**config.mk**
```make
export PLATFORM = sky130hd
export DESIGN_NAME = stream_mux_sel
export DESIGN_NICKNAME = d
export VERILOG_FILES = /design/src/rtl/stream_mux_pkg.sv /design/src/rtl/stream_out_reg.sv /design/src/rtl/stream_mux_sel.sv
export SDC_FILE = /design/constraint.sdc
export NUM_CORES = 1
export LEC_CHECK = 0
export CORE_ASPECT_RATIO = 0.5
export CORE_MARGIN = 4
export CORE_UTILIZATION = 41
export DETAILED_ROUTE_END_ITERATION = 16
export GPL_TIMING_DRIVEN = 0
export MAX_ROUTING_LAYER = met4
export PLACE_DENSITY = 0.82
export SYNTH_ARGS = -nofsm -noshare
export SYNTH_HDL_FRONTEND = slang
export SYNTH_HIERARCHICAL = 1
export SYNTH_SLANG_ARGS = --single-unit
```
**constraint.sdc**
```tcl
create_clock -name clk -period 2 [get_ports clk]
set_clock_uncertainty 0.05 [all_clocks]
set_input_delay 0.2 -clock clk [delete_from_list [all_inputs] [get_ports clk]]
set_output_delay 0.2 -clock clk [all_outputs]
set_load 0.03 [all_outputs]
```
**src/rtl/stream_mux_pkg.sv**
```systemverilog
// Shared types and constants for the stream_mux_sel channel multiplexer.
package stream_mux_pkg;

  typedef enum logic [1:0] {
    ST_PASS  = 2'd0,
    ST_DRAIN = 2'd1,
    ST_BLANK = 2'd2
  } state_t;

  localparam int BLANK_CNT_W = 8;

  function automatic int clog2(input int n);
    int r;
    r = 0;
    for (int v = n - 1; v > 0; v = v >> 1) begin
      r = r + 1;
    end
    return r;
  endfunction

endpackage

```
**src/rtl/stream_out_reg.sv**
```systemverilog
// Single-stage valid/ready output register; data only loads on an accepted beat.
module stream_out_reg #(
  parameter int WIDTH = 16
) (
  input  logic             clk,
  input  logic             rst,
  input  logic [WIDTH-1:0] in_data,
  input  logic             in_valid,
  output logic             in_ready,
  output logic [WIDTH-1:0] out_data,
  output logic             out_valid,
  input  logic             out_ready
);

  logic [WIDTH-1:0] r_data;
  logic             r_valid;

  assign in_ready  = ~r_valid | out_ready;
  assign out_data  = r_data;
  assign out_valid = r_valid;

  always_ff @(posedge clk or posedge rst) begin
    if (rst) begin
      r_data  <= '0;
      r_valid <= 1'b0;
    end else if (in_ready) begin
      r_valid <= in_valid;
      if (in_valid) begin
        r_data <= in_data;
      end
    end
  end

endmodule

```
**src/rtl/stream_mux_sel.sv**
```systemverilog
// N-channel streaming mux; every channel change drains the output register
// and inserts BLANK idle cycles before the new channel is enabled.
//
// state    | meaning
// ---------+-----------------------------------------------------------
// ST_PASS  | selected channel routed to the output register
// ST_DRAIN | all inputs stalled until the held output beat is taken
// ST_BLANK | idle gap of BLANK cycles before switching sel_cur
module stream_mux_sel
  import stream_mux_pkg::*;
#(
  parameter  int WIDTH = 16,
  parameter  int NCH   = 4,
  parameter  int BLANK = 2,
  localparam int SELW  = clog2(NCH)
) (
  input  logic                 clk,
  input  logic                 rst,
  input  logic [SELW-1:0]      sel_req,
  input  logic                 sel_load,
  input  logic [NCH*WIDTH-1:0] in_data,
  input  logic [NCH-1:0]       in_valid,
  output logic [NCH-1:0]       in_ready,
  output logic [WIDTH-1:0]     out_data,
  output logic                 out_valid,
  input  logic                 out_ready,
  output logic [SELW-1:0]      sel_cur,
  output logic                 switching,
  output logic                 sel_err
);

  state_t                 r_state, w_state_nxt;
  logic [SELW-1:0]        r_sel_cur, w_sel_nxt;
  logic [SELW-1:0]        r_pend, w_pend_nxt;
  logic [BLANK_CNT_W-1:0] r_cnt, w_cnt_nxt;
  logic                   r_switching;
  logic                   r_err, w_err_nxt;

  logic                   w_ld;
  logic                   w_pass;
  logic                   w_req_ok;
  logic [WIDTH-1:0]       w_ch_data;
  logic                   w_ch_valid;
  logic                   w_acc_valid;

  assign w_pass      = (r_state == ST_PASS);
  assign w_req_ok    = int'(sel_req) < NCH;
  assign w_acc_valid = w_pass & w_ch_valid;

  always_comb begin
    w_ch_data  = '0;
    w_ch_valid = 1'b0;
    for (int k = 0; k < NCH; k++) begin
      if (r_sel_cur == SELW'(k)) begin
        w_ch_data  = in_data[k*WIDTH +: WIDTH];
        w_ch_valid = in_valid[k];
      end
    end
  end

  // Only the routed channel sees ready, and never while reset is held.
  always_comb begin
    in_ready = '0;
    if (w_pass && !rst) begin
      for (int k = 0; k < NCH; k++) begin
        in_ready[k] = (r_sel_cur == SELW'(k)) & w_ld;
      end
    end
  end

  stream_out_reg #(
    .WIDTH(WIDTH)
  ) u_out_reg (
    .clk      (clk),
    .rst      (rst),
    .in_data  (w_ch_data),
    .in_valid (w_acc_valid),
    .in_ready (w_ld),
    .out_data (out_data),
    .out_valid(out_valid),
    .out_ready(out_ready)
  );

  always_comb begin
    w_state_nxt = r_state;
    w_sel_nxt   = r_sel_cur;
    w_pend_nxt  = r_pend;
    w_cnt_nxt   = r_cnt;
    w_err_nxt   = 1'b0;
    case (r_state)
      ST_PASS: begin
        if (sel_load) begin
          if (!w_req_ok) begin
            w_err_nxt = 1'b1;
          end else if (sel_req != r_sel_cur) begin
            w_pend_nxt  = sel_req;
            w_state_nxt = ST_DRAIN;
          end
        end
      end
      ST_DRAIN: begin
        w_err_nxt = sel_load;
        if (w_ld) begin
          if (BLANK > 0) begin
            w_cnt_nxt   = BLANK_CNT_W'(BLANK - 1);
            w_state_nxt = ST_BLANK;
          end else begin
            w_sel_nxt   = r_pend;
            w_state_nxt = ST_PASS;
          end
        end
      end
      ST_BLANK: begin
        w_err_nxt = sel_load;
        if (r_cnt == '0) begin
          w_sel_nxt   = r_pend;
          w_state_nxt = ST_PASS;
        end else begin
          w_cnt_nxt = r_cnt - BLANK_CNT_W'(1);
        end
      end
      default: begin
        w_state_nxt = ST_PASS;
      end
    endcase
  end

  always_ff @(posedge clk or posedge rst) begin
    if (rst) begin
      r_state     <= ST_PASS;
      r_sel_cur   <= '0;
      r_pend      <= '0;
      r_cnt       <= '0;
      r_switching <= 1'b0;
      r_err       <= 1'b0;
    end else begin
      r_state     <= w_state_nxt;
      r_sel_cur   <= w_sel_nxt;
      r_pend      <= w_pend_nxt;
      r_cnt       <= w_cnt_nxt;
      r_switching <= (w_state_nxt != ST_PASS);
      r_err       <= w_err_nxt;
    end
  end

  assign sel_cur   = r_sel_cur;
  assign switching = r_switching;
  assign sel_err   = r_err;

endmodule

```
### After elaboration in Yosys (flattened, before gate mapping)

Cells that the tools add are included.

* mux-type cells: 18
* reductions and logical operators: 12
* eq/ne operators: 8
* bitwise operators: 7
* $add $sub $neg: 1

Operators with widths (count)
* $mux W16: 4
* $mux W8: 2
* $pmux W8 S2: 1
* $logic_not A8 Y1: 1
* $mux W2: 4
* $sub A8 B1 Y8 const B: 1
* $eq A2 B2 Y1 const B: 3
* $pmux W2 S3: 1
* $reduce_and A3 Y1: 2
* $and A1 B1 Y1: 5
* $mux W1: 5
* $eq A2 B1 Y1 const B: 2
* $logic_not A2 Y1: 2
* $mux W4: 1
* $ne A2 B2 Y1 const B: 2
* $reduce_and A2 Y1: 2
* $reduce_bool A2 Y1: 2
* $ne A2 B2 Y1: 1
* $reduce_or A2 Y1: 1
* $logic_and A1 B1 Y1: 1
* $logic_not A1 Y1: 1
* $not A1 Y1: 1
* $or A1 B1 Y1: 1

* word-level logic and storage cells: 54
* bits in registers: 33
* output and inout bits: 25
* bits of input ports: 74

### Depth between registers and ports, before layout

Gate-level depths: netlist (run 1).

* depth after elaboration: 7
* depth in mapped cells: 6
* depth with buffers taken out: 6

### Hierarchy

The synthesis (run 1) kept the hierarchy.

By module, submodules not included
* stream_mux_sel: times used 1, area each 1368.8 µm², seq. area each 400.4 µm², cells each 118
* stream_out_reg: times used 1, area each 699.4 µm², seq. area each 425.4 µm², cells each 38

### Worst setup path after synthesis (run 1)

No wires, ideal clock.

* path type: reg2out
* from: reg r_sel_cur[1] (netlist: sel_cur[1])
* to: out in_ready[2]
* buffers on the path: 1
* cell stages (with the launch flop): 4
* slack: -0.228 ns
* data arrival time: 1.978 ns
* data required time: 1.750 ns
* cell sequence: dfrtp_1 -> buf_1 -> inv_1 -> nor4_1

* word-level cells in the longest chain between the ends: 3

RTL lines
* start, declared: line stream_mux_sel.sv:33 `logic [SELW-1:0] r_sel_cur, w_sel_nxt;`
* start signal, assigned: line stream_mux_sel.sv:138 `r_sel_cur <= w_sel_nxt;`
* $eq A2 B2 Y1: line stream_mux_sel.sv:66 `in_ready[k] = (r_sel_cur == SELW'(k)) & w_ld;`
* $and A1 B1 Y1: line stream_mux_sel.sv:66
* $mux W4: line stream_mux_sel.sv:64 `if (w_pass && !rst) begin`
* end, declared: line stream_mux_sel.sv:23 `output logic [NCH-1:0] in_ready,`

Every way passes these cells.

### Worst setup path in the final report (run 1)

* from: reg r_state[0]
* to: reg r_sel_cur[0] (netlist: sel_cur[0])

* word-level cells in the longest chain between the ends: 2

RTL lines
* start, declared: line stream_mux_sel.sv:32 `state_t r_state, w_state_nxt;`
* start signal, assigned: line stream_mux_sel.sv:137 `r_state <= w_state_nxt;`
* $eq A2 B2 Y1: line stream_mux_sel.sv:90 `case (r_state)`
* $reduce_and A2 Y1 (no line)

Every way passes these cells.
A chain may end at the register's enable or synchronous reset.

==> results of run 1 <==
power by group through the flow:
stage / registers [uW] / logic, uW / clock network, uW
6_report: 1200 / 2930 / 557
5_1_grt: 1250 / 3120 / 615
4_1_cts: 1200 / 2930 / 570
3_5_place_dp: 1210 / 2930 / 0
3_3_place_gp: 1190 / 2850 / 0
2_1_floorplan: 1600 / 1590 / 0
placed cells by master (no fill, tap or decap), drive strengths merged, types with 7 or more instances in the layout:
cell type	count
clkdlybuf4s50	94
dfrtp	33
mux2	21
mux4	17
inv	10
clkbuf	10
nand2	9
nor2	7
area by class of cell:
type                       instances  area share [%]
tap                               66            2.53
timing repair buffer              99            30.0
multi-input combinational        107            36.3
sequential                        33            25.3
inverter                          11            1.38
clock inverter                     1           0.153
buffer                             5            1.34
clock buffer                       7            2.95
worst max-delay path, stage by stage, from the launching register on:
cell and delay (ns):
sky130_fd_sc_hd__dfrtp_1 0.42, sky130_fd_sc_hd__inv_1 0.10, sky130_fd_sc_hd__ha_1 0.30, sky130_fd_sc_hd__nor4bb_4 0.47, sky130_fd_sc_hd__nand2_2 0.16, sky130_fd_sc_hd__mux2_2 0.31
path summary, 6_finish.rpt:
path | cells after the start | slack, ns | endpoint
setup / recovery | 5 | 0.08 | sel_cur[0]
hold / removal | 3 | 0.37 | sel_cur[1]
setup reg to reg | 5 | 0.08 | sel_cur[0]
hold reg to reg | 1 | 0.46 | u_out_reg/out_data[14]
max in group asynchronous | 2 | 1.06 | u_out_reg/out_data[8]
min in group clk | 1 | 0.46 | u_out_reg/out_data[14]
metal layers:
metal  vias up  routed length, um
li1        807                  -
met1       869               2250
met2        50               3180
met3         6                334
met4         0                 60
met5         -                  0
through the flow:
stage	setup WS [ns]	cells
finish	0.0771	329
floorplan	0.0736	156
CTS	0.00611	329
detailed placement	-0.531	320
global route	-0.0248	329
global placement	-0.450	320
state kept, by name, summed over array words and instances, names as in the netlist:
name	count
u_out_reg/out_data	16
u_out_reg/out_valid	1
r_pend	2
sel_cur	2
r_cnt	8
sel_err	1
r_state	2
switching	1
cells in the mapped netlist (2+ instances only):
master,number
sky130_fd_sc_hd__inv_1,11
sky130_fd_sc_hd__a22o_1,2
sky130_fd_sc_hd__mux2_4,10
sky130_fd_sc_hd__dfrtp_1,33
sky130_fd_sc_hd__o21ai_0,5
sky130_fd_sc_hd__nand4_1,4
sky130_fd_sc_hd__buf_1,2
sky130_fd_sc_hd__nand3_1,3
sky130_fd_sc_hd__nand2_1,7
sky130_fd_sc_hd__and2_1,2
sky130_fd_sc_hd__nor4_1,3
sky130_fd_sc_hd__nor2_1,7
sky130_fd_sc_hd__a21oi_1,4
sky130_fd_sc_hd__buf_2,2
sky130_fd_sc_hd__or2b_1,2
sky130_fd_sc_hd__xor2_1,2
sky130_fd_sc_hd__mux2_2,11
sky130_fd_sc_hd__o211ai_1,2
sky130_fd_sc_hd__ha_1,5
sky130_fd_sc_hd__nor3b_1,2
sky130_fd_sc_hd__mux4_2,17
timing repair:
action | CTS | global route
gates resized for setup | 14 | 8
endpoints found under the setup margin | 4 | 8
pin swaps | 0 | 0
gates cloned | 0 | 0
buffers inserted | 1 | 0
cell families (layout without fill, tap and decap cells):
| logic type | after synthesis | count (layout) | synth area share (%) |
|---|---|---|---|
| AOI/OAI and AO/OA | 22 | 22 | 7.80 |
| xor gates and xnor gates | 2 | 2 | 0.847 |
| adders and majority gates | 5 | 5 | 3.02 |
| buffers and inverters | 16 | 123 | 3.81 |
| DFF | 33 | 33 | 39.9 |
| muxes | 39 | 39 | 32.2 |
| and+or+nand+nor | 39 | 39 | 12.3 |
==> out/results.txt, run 1 <==
die footprint = 6310 um^2
antenna cell count = 0
share of the synthesized area in the top cell type = 39.9%
Multi-input gate area = 1180 um^2
Tcrit/Tclk final = 96.1%
power per cell area = 1440 nW/um^2
grt total ovfl = 0
unrepaired setup endpoints after global routing = true
Clk Latency, worst-skew pair = 0.28 ns
met1 routing resource usage after global routing = 21.7%
share of power burned in registers = 25.7%
Mapped Area = 2070 um^2
Port Buffers = 98
synthesized instance count = 156
number of buffers on the longest clock path = 2
mean number of vias per cell = 5.26
area of all placed cells without fillers = 3260 um^2
class of the worst hold path = in -> async
fraction of power consumed by the clock network = 11.9%
Iteration-0 DRC Markers = 54
Syn Nets = 235
cell type with the highest aggregate area in the netlist = sky130_fd_sc_hd__dfrtp_1
GR Layer Usage met3 = 4.78%
Logic pwr share = 62.5%
first-pass GRT wire length = 9490 um
highest-utilization routing layer at the global route stage = met2
vias after detailed routing = 1732
hold-fix buffer count after cts = 0
Initial Util = 44.6%
Sinks on Clock Net = 33
total setup violations reported at the end of the flow = 0
met2 GRT Util = 38.0%
count of nets after finishing = 341
critical path launch point = r_state[0]
critical setup path kind = reg -> reg
Syn Area/Cell = 13.3 um^2
Max Fclk = 520 MHz
asr flop ratio synth = 100%
Static Leak = 0.00134 uW
Core Box Area = 4640 um^2
final wirelength = 5820 um
routed length per instance = 17.7 um
Sequential cell area = 827 um^2
switching power = 1900 uW
via count of the first global-routing pass = 1901
total number of placement rows = 17
final critical-path required period = 1.92 ns
count of antenna-violating nets left after detailed routing = 0
Util after Layout = 70.4%
Data arrival, critical path = 2.04 ns
DIE WIDTH = 108 um
maximum fanout encountered on the critical timing path = 7
outcome = complete, no violations
Synth cell types = 41
kind of start point of the critical path = flop
clock-pin slew on the worst setup and hold paths = 0.07 ns
placed cell areas = 3150 um^2
clock tree root driver cell = sky130_fd_sc_hd__clkbuf_8
yosys warns = 6
number of levels in the clock H-tree = 2
net switching fraction of the power = 40.5%
Worst setup EP type = flop
worst hold slack = 0.374 ns
clock tree from TritonCTS = built
measured slew at the worst slew-check pin = 0.636 ns
remaining max-slew budget at the tightest pin = 57.6%
worst endpoint required time = 2.12 ns
portion of the post-synthesis area used by sequential elements = 39.9%
aggregate negative setup slack = 0 ns
total count of max-transition violations in the final report = 0
Hold Violations, Final = 0
top post-synthesis cells by area = sky130_fd_sc_hd__dfrtp_1 40%, sky130_fd_sc_hd__mux4_2 19%, sky130_fd_sc_hd__mux2_4 7.3%
final weighted congestion of routability-driven global placement = 0.801
launching point of the worst reg2reg path = r_state[0]
first-pass detailed-route iteration total = 4
count of max-cap constraint violations = 0
share of layout cells above drive strength 1 = 26.6%
overall power of the completed layout = 4690 uW
number of CTS-inserted buffers = 5
global-route usage over all layers = 20.2%
height of the die = 58.2 um
flip-flop and latch count after synthesis = 33
number of antenna violations at the first check in global routing = 0
maximum number of pins on one net before global-route repair = 18
number of fill cells = 338
total DRC errors in the routed layout = 0
HPWL after detailed placement = 4810 um
dominant register cell in the synthesized netlist = sky130_fd_sc_hd__dfrtp_1
Cell Int Power = 2790 uW
I/O pin count = 99
Post-synth EDFFs = 0
Worst VDD drop = 0.673 mV
area delta synth->final = 57.8%
Power figures use the tool's default switching activity.
==> run 2: changes to the inputs <==
--- a/config.mk
+++ b/config.mk
@@ -6,12 +6,13 @@
 export NUM_CORES = 1
 export LEC_CHECK = 0
 export CORE_ASPECT_RATIO = 0.5
-export CORE_MARGIN = 4
-export CORE_UTILIZATION = 41
+export CORE_MARGIN = 3
+export CORE_UTILIZATION = 42
+export CTS_BUF_LIST = sky130_fd_sc_hd__clkbuf_4 sky130_fd_sc_hd__clkbuf_8
 export DETAILED_ROUTE_END_ITERATION = 16
 export GPL_TIMING_DRIVEN = 0
 export MAX_ROUTING_LAYER = met4
-export PLACE_DENSITY = 0.82
+export PLACE_DENSITY = 0.83
 export SYNTH_ARGS = -nofsm -noshare
 export SYNTH_HDL_FRONTEND = slang
 export SYNTH_HIERARCHICAL = 1
==> run 2 against run 1 <==
Utilization is 1.9 points higher. Setup slack gained 0.011 ns. Total power up 3.6%. Clock power increased by 18%. Cell area rose by 1.3%. Count of clock-buffer cells in the layout unchanged. Worst hold slack improved by 0.016 ns. Sequential power about the same. Sequential share of layout area shrank 0.34 points. Critical path depth is the same. Register-to-register slack about the same. Critical path type unchanged. Largest power group unchanged. Highest routed layer unchanged.
==> out/results.txt, run 2 (synthesis results as in run 1) <==
clock-pin slew on the worst setup and hold paths = 0.07 ns
met2 GRT Util = 41.4%
Port Buffers = 98
hold-fix buffer count after cts = 0
die footprint = 5850 um^2
Static Leak = 0.00135 uW
number of antenna violations at the first check in global routing = 0
worst hold slack = 0.390 ns
Sinks on Clock Net = 33
measured slew at the worst slew-check pin = 0.639 ns
via count of the first global-routing pass = 1914
family of cells with the greatest summed delay on the critical path = multiplexers
number of CTS-inserted buffers = 5
vias after detailed routing = 1743
Initial Util = 45.2%
final critical-path required period = 1.91 ns
height of the die = 55.6 um
number of levels in the clock H-tree = 2
kind of start point of the critical path = flop
worst r2r path cells = 5
global-route usage over all layers = 22.3%
Levels on crit path = 5
share of layout cells above drive strength 1 = 27.0%
overall power of the completed layout = 4860 uW
area of all placed cells without fillers = 3310 um^2
met1 routing resource usage after global routing = 22.8%
Core Box Area = 4570 um^2
first-pass GRT wire length = 9790 um
final wirelength = 5980 um
total DRC errors in the routed layout = 0
Hold Violations, Final = 0
final weighted congestion of routability-driven global placement = 0.831
Worst setup EP type = flop
grt total ovfl = 0
Max Fclk = 523 MHz
GR Layer Usage met3 = 6.72%
highest-utilization routing layer at the global route stage = met2
number of buffers on the longest clock path = 2
total number of placement rows = 17
Clk Latency, worst-skew pair = 0.28 ns
flip-flop count of the largest register, all copies and words added = 16
placed cell areas = 3150 um^2
Tcrit/Tclk final = 95.6%
critical path launch point = sel_cur[0]
clock tree from TritonCTS = built
total count of max-transition violations in the final report = 0
class of the worst hold path = in -> async
first-pass detailed-route iteration total = 4
routed length per instance = 18.2 um
worst endpoint required time = 2.12 ns
Iteration-0 DRC Markers = 72
most common cell after layout, fill and taps aside = sky130_fd_sc_hd__clkdlybuf4s50_1
count of antenna-violating nets left after detailed routing = 0
Data arrival, critical path = 2.03 ns
mean number of vias per cell = 5.30
number of buffer and inverter instances along the worst setup path = 1
cell with the largest stage delay on the worst path = sky130_fd_sc_hd__mux4_2
I/O pin count = 99
maximum number of pins on one net before global-route repair = 18
area delta synth->final = 60.0%
Util after Layout = 72.3%
launching point of the worst reg2reg path = sel_cur[0]
antenna cell count = 0
maximum fanout encountered on the critical timing path = 10
largest stage delay on the critical path = 0.52 ns
Worst VDD drop = 0.740 mV
count of nets after finishing = 341
critical setup path kind = reg -> reg
outcome = complete, no violations
HPWL after detailed placement = 4810 um
remaining max-slew budget at the tightest pin = 57.4%
power per cell area = 1470 nW/um^2
unrepaired setup endpoints after global routing = false
clock tree root driver cell = sky130_fd_sc_hd__clkbuf_8
count of max-cap constraint violations = 0
DIE WIDTH = 105 um
most frequent cells in the layout = 94 x sky130_fd_sc_hd__clkdlybuf4s50_1, 32 x sky130_fd_sc_hd__dfrtp_1, 17 x sky130_fd_sc_hd__mux4_2
cells traversed along the worst timing path = mux4_2 -> and2_1 -> nand2_4 -> buf_12 -> mux2_4
total setup violations reported at the end of the flow = 0
-- run 2: cell types whose count changed in the layout (fill, tap and decap cells not counted) --
cell	change
sky130_fd_sc_hd__a2111oi_2	-1
sky130_fd_sc_hd__a2111oi_4	+1
sky130_fd_sc_hd__bufinv_16	+1
sky130_fd_sc_hd__clkbuf_4	+1
sky130_fd_sc_hd__clkbuf_8	-1
sky130_fd_sc_hd__clkinv_2	-1
sky130_fd_sc_hd__ha_1	-1
sky130_fd_sc_hd__ha_4	+1
-- run 2: path summary, 6_finish.rpt --
path | to | slack (ns)
setup / recovery | u_out_reg/out_data[7] | 0.09
hold / removal | r_pend[0] | 0.39
setup reg to reg | u_out_reg/out_data[7] | 0.09
hold reg to reg | sel_cur[1] | 0.45
max in group asynchronous | u_out_reg/out_data[3] | 1.05
min in group clk | sel_cur[1] | 0.45
-- run 2: report_power, final --
| part | internal [uW] | switching (uW) |
|---|---|---|
| Combinational | 1530 | 1470 |
| Clock | 420 | 236 |
| Sequential | 970 | 234 |
-- run 2: per-layer routing --
metal | part of all wire (%) | vias up | wire length (um)
met3 | 6.3 | 5 | 376
met2 | 56 | 56 | 3340
met4 | 1.1 | 0 | 63
li1 | - | 807 | -
met5 | 0 | - | 0
met1 | 37 | 875 | 2200
-- run 2: per-stage QoR --
stage	instances	setup TNS, ns	setup WS [ns]
6_report	329	0	0.0878
5_1_grt	329	0	0.0105
4_1_cts	329	0	0.00291
3_5_place_dp	320	-1.77	-0.519
3_3_place_gp	320	-1.41	-0.477
2_1_floorplan	156	0	0.0736
-- run 2: area by class of cell --
cell class / instances / area [um^2]
Buffer: 5 / 43.8
Clock buffer: 7 / 90.1
Clock inverter: 1 / 30.0
Fill cell: 326 / 1260
Inverter: 11 / 45.0
Multi-Input combinational cell: 107 / 1210
Sequential cell: 33 / 827
Tap cell: 66 / 82.6
Timing Repair Buffer: 99 / 981
-- run 2: worst min-delay path, stage by stage --
cell                              delay [ns]
sky130_fd_sc_hd__clkdlybuf4s50_1        0.53
sky130_fd_sc_hd__clkinvlp_4             0.13
sky130_fd_sc_hd__buf_4                  0.23
-- run 2: repair_timing --
action | in CTS | in global routing
gates resized for setup | 15 | 10
setup buffers | 1 | 0
endpoints found under the setup margin | 5 | 6
pin swaps | 0 | 1
==> run 3: changes to the inputs <==
--- a/config.mk
+++ b/config.mk
@@ -5,14 +5,15 @@
 export SDC_FILE = /design/constraint.sdc
 export NUM_CORES = 1
 export LEC_CHECK = 0
+export ABC_AREA = 1
 export CORE_ASPECT_RATIO = 0.5
 export CORE_MARGIN = 3
-export CORE_UTILIZATION = 42
+export CORE_UTILIZATION = 43
 export CTS_BUF_LIST = sky130_fd_sc_hd__clkbuf_4 sky130_fd_sc_hd__clkbuf_8
 export DETAILED_ROUTE_END_ITERATION = 16
 export GPL_TIMING_DRIVEN = 0
 export MAX_ROUTING_LAYER = met4
-export PLACE_DENSITY = 0.83
+export PLACE_DENSITY = 0.84
 export SYNTH_ARGS = -nofsm -noshare
 export SYNTH_HDL_FRONTEND = slang
 export SYNTH_HIERARCHICAL = 1
==> run 3 against run 2 <==
Sequential share of layout area is 0.27 points higher. Critical path depth is 2 higher. Global-route usage grew 1.2 points. Setup slack improved by 0.030 ns. Via count is 32% higher. Die area grew 0.20%. Final cell count is 41% higher. Synthesized area increased by 2.6%. Register-to-register slack better by 0.07 ns. Sequential power fell by 7%.
==> out/results.txt, run 3 <==
outcome = complete, no violations
final weighted congestion of routability-driven global placement = 0.880
number of fill cells = 370
first-pass detailed-route iteration total = 5
Core Box Area = 4570 um^2
flip-flop count of the largest register, all copies and words added = 16
share of layout cells above drive strength 1 = 10.0%
clock-pin slew on the worst setup and hold paths = 0.07 ns
Post-synth EDFFs = 0
number of CTS-inserted buffers = 5
cell type with the highest aggregate area in the netlist = sky130_fd_sc_hd__dfrtp_1
aggregate negative setup slack = 0 ns
I/O pin count = 99
first-pass GRT wire length = 10800 um
vias after detailed routing = 2293
remaining max-slew budget at the tightest pin = 57.9%
count of non-filler cells in the finished layout = 465
metal2 WL = 3360 um
number of buffers on the longest clock path = 2
count of antenna-violating nets left after detailed routing = 0
asr flop ratio synth = 100%
total count of max-transition violations in the final report = 0
cell count after placement = 456
height of the die = 55.7 um
portion of the post-synthesis area used by sequential elements = 38.9%
global-route usage over all layers = 23.5%
most common cell in the synthesized netlist = sky130_fd_sc_hd__nand2_1
Static Leak = 0.00153 uW
class of the worst hold path = in -> async
largest stage delay on the critical path = 0.45 ns
total DRC errors in the routed layout = 0
unrepaired setup endpoints after global routing = true
antenna cell count = 0
yosys warns = 6
count of max-cap constraint violations = 0
routed length on met1 = 2810 um
Hold Violations, Final = 0
DIE WIDTH = 105 um
Synth cell types = 29
Clk Latency, worst-skew pair = 0.28 ns
total setup violations reported at the end of the flow = 0
Util after Layout = 71.5%
share of the synthesized area in the top cell type = 38.9%
Data arrival, critical path = 1.63 ns
most common cell after layout, fill and taps aside = sky130_fd_sc_hd__nand2_1
total number of placement rows = 17
Initial Util = 46.4%
Worst VDD drop = 0.711 mV
commonest cells in the netlist = 109 x sky130_fd_sc_hd__nand2_1, 37 x sky130_fd_sc_hd__nand3_1, 33 x sky130_fd_sc_hd__dfrtp_1
hold-fix buffer count after cts = 0
area delta synth->final = 54.0%
routed length per instance = 14.0 um
most frequent cells in the layout = 109 x sky130_fd_sc_hd__nand2_1, 94 x sky130_fd_sc_hd__clkdlybuf4s50_1, 37 x sky130_fd_sc_hd__nand3_1
worst endpoint required time = 1.75 ns
Mapped Area = 2120 um^2
overall power of the completed layout = 4640 uW
die footprint = 5870 um^2
critical setup path kind = in -> out
Worst setup EP type = output port
final critical-path required period = 1.88 ns
power per cell area = 1420 nW/um^2
Syn Area/Cell = 7.27 um^2
via count of the first global-routing pass = 2221
HPWL after detailed placement = 5230 um
Tcrit/Tclk final = 94.1%
kind of start point of the critical path = primary input
count of nets after finishing = 477
clock tree root driver cell = sky130_fd_sc_hd__clkbuf_8
flip-flop and latch count after synthesis = 33
cell with the largest stage delay on the worst path = sky130_fd_sc_hd__clkdlybuf4s50_1
maximum number of pins on one net before global-route repair = 18
mean number of vias per cell = 4.93
cells traversed along the worst timing path = clkdlybuf4s50_1 -> inv_1 -> nand2_4 -> clkbuf_8 -> nand3_1 -> nor3_1 -> buf_4
Sinks on Clock Net = 33
routed length on met3 = 273 um
clock tree from TritonCTS = built
highest routed layer = met4
synthesized instance count = 292
final wirelength = 6520 um
maximum fanout encountered on the critical timing path = 12
measured slew at the worst slew-check pin = 0.631 ns
number of antenna violations at the first check in global routing = 0
grt total ovfl = 0
Max Fclk = 531 MHz
Syn Nets = 371
number of levels in the clock H-tree = 2
worst hold slack = 0.337 ns
top post-synthesis cells by area = sky130_fd_sc_hd__dfrtp_1 39%, sky130_fd_sc_hd__nand2_1 19%, sky130_fd_sc_hd__nand3_1 8.7%
dominant register cell in the synthesized netlist = sky130_fd_sc_hd__dfrtp_1
Port Buffers = 98
Iteration-0 DRC Markers = 139
## run 3: changes by cell type in the layout (fill, tap and decap cells not counted), sizes merged, moves of 4 or more
cell and delta:
nand2 +104, nand3 +34, mux2 -21, mux4 -17, inv +14, buf +11, nand4 +10, nor2 +10
o21ai +6, a21oi +5, nor4 -4
## run 3: cell type report
| cell class | count | area (um^2) | area share (%) |
|---|---|---|---|
| tap | 66 | 82.6 | 2.53 |
| clock inverter | 2 | 10.0 | 0.306 |
| timing repair buffer | 99 | 971 | 29.7 |
| buffer | 12 | 101 | 3.10 |
| multi-input combinational | 222 | 1100 | 33.8 |
| inverter | 25 | 97.6 | 2.99 |
| clock buffer | 6 | 76.3 | 2.34 |
| sequential | 33 | 826 | 25.3 |
## run 3: cells by family (layout without fill, tap and decap cells)
logic type | Yosys count | after routing | share of synthesized area [%]
AOI/OAI and AO/OA | 27 | 27 | 7.55
xor gates and xnor gates | 3 | 3 | 1.24
adders and majority gates | 5 | 5 | 2.95
buffers and inverters | 37 | 144 | 9.20
DFF | 33 | 33 | 38.9
and+or+nand+nor | 187 | 187 | 40.2
## run 3: path summary, 6_finish.rpt
path	start	to	slack [ns]	cells after the start
min reg2reg	u_out_reg/out_data[3]	u_out_reg/out_data[3]	0.42	2
min in group clk	u_out_reg/out_data[3]	u_out_reg/out_data[3]	0.42	2
max in group asynchronous	rst	u_out_reg/out_data[4]	1.10	2
min	rst	r_pend[0]	0.34	3
max reg2reg	sel_cur[0]	u_out_reg/out_data[5]	0.16	10
max	out_ready	in_ready[2]	0.12	7
## run 3: where the power goes
group / total, uW / internal (uW) / switching, uW
sequential: 1110 / 943 / 171
clock: 490 / 255 / 236
combinational: 3040 / 1200 / 1840
total: 4640 / 2400 / 2240
## run 3: stage by stage
step                      setup slack, ns  instance area [um^2]
after floorplan                    0.0498                  2120
after global placement             -0.624                  3190
after detailed placement           -0.676                  3190
after CTS                         0.00892                  3280
after global routing             -0.00854                  3270
final                               0.118                  3270
## run 3: per-layer routing
| layer | vias to the layer above | track usage [%] |
|---|---|---|
| met2 | 56 | 40.7 |
| met1 | 1062 | 29.1 |
| li1 | 1167 | - |
| met5 | - | - |
| met4 | 0 | 4.67 |
| met3 | 8 | 4.29 |
## run 3: what timing repair did
item,in CTS,in global routing
setup endpoints to repair,4,4
resized for setup,18,8
buffers inserted,1,0
## run 3: worst max-delay path: cells and delay by family
kind | cells | cell delay (ns)
buffers and inverters | 4 | 0.92
and+or+nand+nor | 3 | 0.50
